<file path="src/rtl/de_reg_pkg.sv">
// ---------------------------------------------------------------
// de_reg_pkg : shared CPU field positions, widths and encodings
// rev 1.0
// ---------------------------------------------------------------
`default_nettype none

package de_reg_pkg;
   localparam int RS_MSB = 25;
   localparam int RS_LSB = 21;
   localparam int RT_MSB = 20;
   localparam int RT_LSB = 16;
   localparam int TNEW_W = 2;
   localparam int REG_W  = 5;
   localparam int XLEN   = 32;
   localparam logic [XLEN-1:0] NOP = 32'h0000_0000;

   typedef logic [TNEW_W-1:0] tnew_t;
   typedef logic [REG_W-1:0]  regaddr_t;
   typedef logic [XLEN-1:0]   word_t;
endpackage

`default_nettype wire

</file>
<file path="src/rtl/de_reg_if.sv">
// ---------------------------------------------------------------
// de_reg_if : D-stage bundle in, E-stage bundle out, W write port
// rev 1.0
// ---------------------------------------------------------------
`default_nettype none

interface de_reg_if;
   import de_reg_pkg::*;

   logic     en;
   logic     clr;
   word_t    D_instr;
   word_t    D_pc;
   word_t    D_rs_data;
   word_t    D_rt_data;
   word_t    D_imm;
   regaddr_t D_a3;
   tnew_t    D_tnew;
   logic     W_we;
   regaddr_t W_a3;
   word_t    W_wd;
   word_t    E_instr;
   word_t    E_pc;
   word_t    E_rs_data;
   word_t    E_rt_data;
   word_t    E_imm;
   regaddr_t E_a3;
   tnew_t    E_tnew;
   logic     E_valid;
   tnew_t    M_tnew;

   modport master (
      output en, clr, D_instr, D_pc, D_rs_data, D_rt_data, D_imm, D_a3, D_tnew,
             W_we, W_a3, W_wd,
      input  E_instr, E_pc, E_rs_data, E_rt_data, E_imm, E_a3, E_tnew, E_valid,
             M_tnew
   );

   modport slave (
      input  en, clr, D_instr, D_pc, D_rs_data, D_rt_data, D_imm, D_a3, D_tnew,
             W_we, W_a3, W_wd,
      output E_instr, E_pc, E_rs_data, E_rt_data, E_imm, E_a3, E_tnew, E_valid,
             M_tnew
   );
endinterface

`default_nettype wire

</file>
<file path="src/rtl/de_reg_pipe_field.sv">
// ---------------------------------------------------------------
// pipe_field : one pipeline field with reset/clear/enable/refresh
// rev 1.0
// ---------------------------------------------------------------
`default_nettype none

module pipe_field #(
   parameter int         WIDTH  = 32,
   parameter logic [WIDTH-1:0] BUBBLE = '0
) (
   input  wire logic             clk,
   input  wire logic             reset,
   input  wire logic             clr,
   input  wire logic             en,
   input  wire logic [WIDTH-1:0] d,
   input  wire logic             rf_we,
   input  wire logic [WIDTH-1:0] rf_d,
   output logic      [WIDTH-1:0] q
);
   // refresh only matters while holding; load and bubble take precedence
   always_ff @(posedge clk) begin
      if (reset || clr) begin
         q <= BUBBLE;
      end else if (en) begin
         q <= d;
      end else if (rf_we) begin
         q <= rf_d;
      end
   end
endmodule

`default_nettype wire

</file>
<file path="src/rtl/de_reg.sv">
// ---------------------------------------------------------------
// de_reg : D/E pipeline register with bubble insert and W refresh
// rev 1.0
// ---------------------------------------------------------------
`default_nettype none

module de_reg
   import de_reg_pkg::*;
#(
   parameter logic [31:0] NOP_INSTR = NOP
) (
   input wire logic clk,
   input wire logic reset,
   de_reg_if.slave  bus
);
   logic w_rs_hit;
   logic w_rt_hit;
   logic w_wr_any;

   // a held instruction must see results retiring from W while it waits
   assign w_wr_any = bus.W_we && (bus.W_a3 != '0) && bus.E_valid;
   assign w_rs_hit = w_wr_any && (bus.W_a3 == bus.E_instr[RS_MSB:RS_LSB]);
   assign w_rt_hit = w_wr_any && (bus.W_a3 == bus.E_instr[RT_MSB:RT_LSB]);

   pipe_field #(.WIDTH(XLEN), .BUBBLE(NOP_INSTR)) u_instr (
      .clk(clk), .reset(reset), .clr(bus.clr), .en(bus.en),
      .d(bus.D_instr), .rf_we(1'b0), .rf_d('0), .q(bus.E_instr));

   pipe_field #(.WIDTH(XLEN)) u_pc (
      .clk(clk), .reset(reset), .clr(bus.clr), .en(bus.en),
      .d(bus.D_pc), .rf_we(1'b0), .rf_d('0), .q(bus.E_pc));

   pipe_field #(.WIDTH(XLEN)) u_rs (
      .clk(clk), .reset(reset), .clr(bus.clr), .en(bus.en),
      .d(bus.D_rs_data), .rf_we(w_rs_hit), .rf_d(bus.W_wd), .q(bus.E_rs_data));

   pipe_field #(.WIDTH(XLEN)) u_rt (
      .clk(clk), .reset(reset), .clr(bus.clr), .en(bus.en),
      .d(bus.D_rt_data), .rf_we(w_rt_hit), .rf_d(bus.W_wd), .q(bus.E_rt_data));

   pipe_field #(.WIDTH(XLEN)) u_imm (
      .clk(clk), .reset(reset), .clr(bus.clr), .en(bus.en),
      .d(bus.D_imm), .rf_we(1'b0), .rf_d('0), .q(bus.E_imm));

   pipe_field #(.WIDTH(REG_W)) u_a3 (
      .clk(clk), .reset(reset), .clr(bus.clr), .en(bus.en),
      .d(bus.D_a3), .rf_we(1'b0), .rf_d('0), .q(bus.E_a3));

   pipe_field #(.WIDTH(TNEW_W)) u_tnew (
      .clk(clk), .reset(reset), .clr(bus.clr), .en(bus.en),
      .d(bus.D_tnew), .rf_we(1'b0), .rf_d('0), .q(bus.E_tnew));

   pipe_field #(.WIDTH(1)) u_valid (
      .clk(clk), .reset(reset), .clr(bus.clr), .en(bus.en),
      .d(1'b1), .rf_we(1'b0), .rf_d(1'b0), .q(bus.E_valid));

   assign bus.M_tnew = (bus.E_tnew == '0) ? '0 : bus.E_tnew - tnew_t'(1);
endmodule

`default_nettype wire
</file>
<file path="src/flat_wrapper.sv">
// flat-port wrapper written by rule: the top's interface ports become plain ports
module de_reg_flat import de_reg_pkg::*;
#(
   parameter logic [31:0] NOP_INSTR = NOP
)
  (clk, reset, bus_en, bus_clr, bus_D_instr, bus_D_pc, bus_D_rs_data, bus_D_rt_data, bus_D_imm, bus_D_a3, bus_D_tnew, bus_W_we, bus_W_a3, bus_W_wd, bus_E_instr, bus_E_pc, bus_E_rs_data, bus_E_rt_data, bus_E_imm, bus_E_a3, bus_E_tnew, bus_E_valid, bus_M_tnew);
  de_reg_if bus_i ();
  input wire logic clk;
  input wire logic reset;
  input wire logic [$bits(bus_i.en)-1:0] bus_en;
  input wire logic [$bits(bus_i.clr)-1:0] bus_clr;
  input wire logic [$bits(bus_i.D_instr)-1:0] bus_D_instr;
  input wire logic [$bits(bus_i.D_pc)-1:0] bus_D_pc;
  input wire logic [$bits(bus_i.D_rs_data)-1:0] bus_D_rs_data;
  input wire logic [$bits(bus_i.D_rt_data)-1:0] bus_D_rt_data;
  input wire logic [$bits(bus_i.D_imm)-1:0] bus_D_imm;
  input wire logic [$bits(bus_i.D_a3)-1:0] bus_D_a3;
  input wire logic [$bits(bus_i.D_tnew)-1:0] bus_D_tnew;
  input wire logic [$bits(bus_i.W_we)-1:0] bus_W_we;
  input wire logic [$bits(bus_i.W_a3)-1:0] bus_W_a3;
  input wire logic [$bits(bus_i.W_wd)-1:0] bus_W_wd;
  output wire logic [$bits(bus_i.E_instr)-1:0] bus_E_instr;
  output wire logic [$bits(bus_i.E_pc)-1:0] bus_E_pc;
  output wire logic [$bits(bus_i.E_rs_data)-1:0] bus_E_rs_data;
  output wire logic [$bits(bus_i.E_rt_data)-1:0] bus_E_rt_data;
  output wire logic [$bits(bus_i.E_imm)-1:0] bus_E_imm;
  output wire logic [$bits(bus_i.E_a3)-1:0] bus_E_a3;
  output wire logic [$bits(bus_i.E_tnew)-1:0] bus_E_tnew;
  output wire logic [$bits(bus_i.E_valid)-1:0] bus_E_valid;
  output wire logic [$bits(bus_i.M_tnew)-1:0] bus_M_tnew;
  assign bus_i.en = bus_en;
  assign bus_i.clr = bus_clr;
  assign bus_i.D_instr = bus_D_instr;
  assign bus_i.D_pc = bus_D_pc;
  assign bus_i.D_rs_data = bus_D_rs_data;
  assign bus_i.D_rt_data = bus_D_rt_data;
  assign bus_i.D_imm = bus_D_imm;
  assign bus_i.D_a3 = bus_D_a3;
  assign bus_i.D_tnew = bus_D_tnew;
  assign bus_i.W_we = bus_W_we;
  assign bus_i.W_a3 = bus_W_a3;
  assign bus_i.W_wd = bus_W_wd;
  assign bus_E_instr = bus_i.E_instr;
  assign bus_E_pc = bus_i.E_pc;
  assign bus_E_rs_data = bus_i.E_rs_data;
  assign bus_E_rt_data = bus_i.E_rt_data;
  assign bus_E_imm = bus_i.E_imm;
  assign bus_E_a3 = bus_i.E_a3;
  assign bus_E_tnew = bus_i.E_tnew;
  assign bus_E_valid = bus_i.E_valid;
  assign bus_M_tnew = bus_i.M_tnew;
  de_reg #(.NOP_INSTR(NOP_INSTR)) u_core (.clk(clk), .reset(reset), .bus(bus_i));
endmodule
</file>
<file path="config.mk">
export PLATFORM = sky130hd
export DESIGN_NAME = de_reg_flat
export DESIGN_NICKNAME = d
export VERILOG_FILES = /design/src/rtl/de_reg_pkg.sv /design/src/rtl/de_reg_if.sv /design/src/rtl/de_reg_pipe_field.sv /design/src/rtl/de_reg.sv /design/src/flat_wrapper.sv
export SDC_FILE = /design/constraint.sdc
export NUM_CORES = 1
export LEC_CHECK = 0
export ABC_CLOCK_PERIOD_IN_PS = 2300
export CAP_MARGIN = 40
export CORE_AREA = 2 2 149 151
export CTS_CLUSTER_DIAMETER = 150
export DETAILED_ROUTE_END_ITERATION = 8
export DIE_AREA = 0 0 151 153
export PLACE_DENSITY = 0.7
export SYNTH_ARGS = -nofsm -noshare
export SYNTH_HDL_FRONTEND = slang
export SYNTH_SLANG_ARGS = --single-unit
</file>
<file path="constraint.sdc">
create_clock -name clk -period 2.3 [get_ports clk]
set_input_delay 0.345 -clock clk [delete_from_list [all_inputs] [get_ports clk]]
set_output_delay 0.345 -clock clk [all_outputs]
set_load 0.005 [all_outputs]
</file>
==> impl_metrics.ini <==
[finish]
final_core_util_pct = 56.0
drive_gt1_share_pct = 12.6
nNetsFinal = 1260
areaGrowthSynthToFinish_pct = 69.5
diodes = 0

[clocking]
clockBufferDepth = 2
postCtsHoldBufs = 0
cts.clk_slew.worst_paths_ps = 70
cts_sinks = 168
htree_levels = 4
clock_latency_ps = 430
cts_resized = 0
cts_root_buf = clkbuf_16
cts_buffers = 17
cts_setup_buffers = 0
tritoncts = built

[run]
maxCapViolations = 0

[synth]
synth.largest_area_cell = dfxtp_1
synth_compound_area_share_pct = 23.2
yosys_warnings = 0
synth_cells = 688
yosys.area_share.simple_pct = 9.20
synthesis.nets = 897
async_reset_ff_share_pct = 0
syn_area_per_cell_um2 = 10.3
synth_ff_type = dfxtp_1
yosys.area.top_type_share_pct = 47.4
synth_xor_area_share_pct = 1.23
synth_top_family_by_area = compound AO/OA/AOI/OAI gates
yosysSeqAreaShare_pct = 47.4
yosys.area_share.adder_pct = 0
synthMuxAreaShare_pct = 14.5
synth_edf_count = 0
post-synth-top-count-cell = dfxtp_1
ys_ff_latch = 168
yosys-top-cells-count = dfxtp_1 (168), nor2_1 (105), mux2i_1 (103), a211oi_1 (68), a21oi_1 (64)
synth_area_leaders = dfxtp_1 (47%), mux2i_1 (15%), a211oi_2 (11%), a211oi_1 (7.2%), nor2_1 (5.6%)
synthDistinctLibCells = 20
synth_area_um2 = 7100

[grt]
grt_pass1_wl_um = 35800
first_global_vias = 6705
grt_max_degree = 60
met3_usage_pct = 6.87
antenna_found_initial = 0
grt_overflow = 0
grtUsageMet2_pct = 34.5
grt_use_met1_pct = 22.6
grt_usage_pct = 19.8
top_usage_layer = met2

[routing]
viasPerCell = 4.82
wl_um = 23500
antenna_left = 0
via_count = 6480
drt-pass1-iter-count = 4
drtIter0Drc = 170
route.detailed.drc = 0
wire_per_inst_um = 17.5

[worst_setup_path]
cp.arrival_ps = 2290
r2r_cells = 5
cp.required_ps = 2640
critPathKind = primary input to flip-flop
endpoint_kind = flip-flop
crit_chain = clkdlybuf4s50_1, or4_4, o211a_4, a21o_4, buf_12, a211oi_2
critPathTopFamily = compound AO/OA/AOI/OAI gates
cp_max_fo = 13
rr_endpoint = u_core.u_rt.q[29]
slowest_stage = or4_4
start_kind = primary input
crit_buf_inv = 2
crit_start = bus_W_a3[1]
cpPeakStageDelay_ps = 580
timing.rr.start = u_core.u_valid.q
reg2reg_slack_ps = 560

[power]
p_leak_nw = 4.46
power_mw = 7.27
power_density_nw_per_um2 = 605
ir_drop_mv = 0.491
swShare_pct = 26.3
p_comb_share_pct = 17.6
pwr-share-seq_pct = 42.3
switching_power_mw = 1.91
pwr-share-clk_pct = 40.1
p_int_mw = 5.36

[floorplanning]
num_rows = 54
die_h_um = 153
die_x_um = 151
dieArea_um2 = 23100
core-area_um2 = 21500
io_pins = 379
start_util_pct = 33.0

[sta]
grt_setup_unrepaired = no
slew_headroom_pct = 70.5
totalNegativeSetupSlack_ps = 0
period_minus_slack_ps = 1950
finalMaxSlewViolations = 0
layout_setup_ws_ps = 349
worst_pin_slew_ps = 439
hold_violations = 0
finalCritPeriodShare_pct = 84.8
timing.fmax_mhz = 513
finalSetupViolCount = 0
worst_clock_skew_ps = 9.49

[hold_path]
min_from = bus_en
hold_end = u_core.u_pc.q[22]
hold_class = primary input to flip-flop
worstHoldPathCells = 3

[placed_design]
hpwlAfterDp_um = 17700
pre_cts_ws_ps = -101
place_congestion = 0.799
port_buffers = 378

[outcome]
status = completed
## cell usage in the layout, fill, tap and decap left out, types with 2 or more instances in the layout
cell             count
xnor2_1              4
a211oi_2            60
inv_6                5
clkinv_4             2
xor2_1               6
inv_8                2
o211a_4              2
nor2_1             105
clkbuf_16           17
nor2b_1             33
nor4_4               2
mux2i_1            103
buf_12              19
dfxtp_1            168
a211oi_1            68
buf_4               14
clkdlybuf4s50_1    377
a21oi_1             64
a21o_4               2
clkinv_8             2
## stage by stage
stage               hold WS (ps)  area, um^2  std cells
floorplan                    475        7100        688
global placement             470       11400       1312
detailed placement           483       11400       1312
CTS                          400       12000       1344
global route                 446       12000       1344
finish                       420       12000       1344
## registers in the layout (all words and copies together), names as in the netlist
signal / flops
u_core.u_a3.q: 5
u_core.u_imm.q: 32
u_core.u_instr.q: 32
u_core.u_pc.q: 32
u_core.u_rs.q: 32
u_core.u_rt.q: 32
u_core.u_tnew.q: 2
u_core.u_valid.q: 1
## power by group through the flow
stage | registers (mW) | clock network, mW | logic (mW)
after floorplan | 3.15 | 0 | 0.515
after global placement | 3.14 | 0 | 1.28
after detailed placement | 3.15 | 0 | 1.29
after CTS | 3.08 | 2.98 | 1.29
after global routing | 3.09 | 3.10 | 1.38
final | 3.08 | 2.91 | 1.28
## metal layers
metal / vias to the layer above / routed length [um]
li1: 3229 / -
met1: 2988 / 9520
met2: 235 / 11500
met3: 28 / 2020
met4: 0 / 459
met5: - / 0
## cell families (layout without fill, tap and decap cells)
group,after synthesis,in the layout
AO/OA/AOI/OAI,196,196
XOR/XNOR,10,10
buffers and inverters,67,443
flip-flops,168,168
multiplexers,103,103
AND/OR/NAND/NOR,144,144
## final cells by class
cell class                 count  area, um^2
clock buffer                  18         439
clock inverter                14         159
fill                        1872        9460
multi-input combinational    453        3440
sequential                   168        3360
tap                          280         350
timing repair buffer         411        4270
## worst max path at each step
stage / end / slack (ps) / cells after the start
floorplan: u_core.u_rs.q[10] / 550 / 5
global placement: u_core.u_rt.q[0] / -40 / 6
detailed placement: u_core.u_rt.q[12] / -100 / 6
CTS: u_core.u_rt.q[12] / 340 / 6
global route: u_core.u_rs.q[0] / 270 / 6
finish: u_core.u_rt.q[12] / 350 / 6
## worst reg2reg max path, stage by stage (launching register included)
cell and delay, ps:
dfxtp_1 400, nand2_1 180, nor4_4 500, buf_4 270, a211oi_1 100, a211oi_2 210
Power figures use the tool's default switching activity.
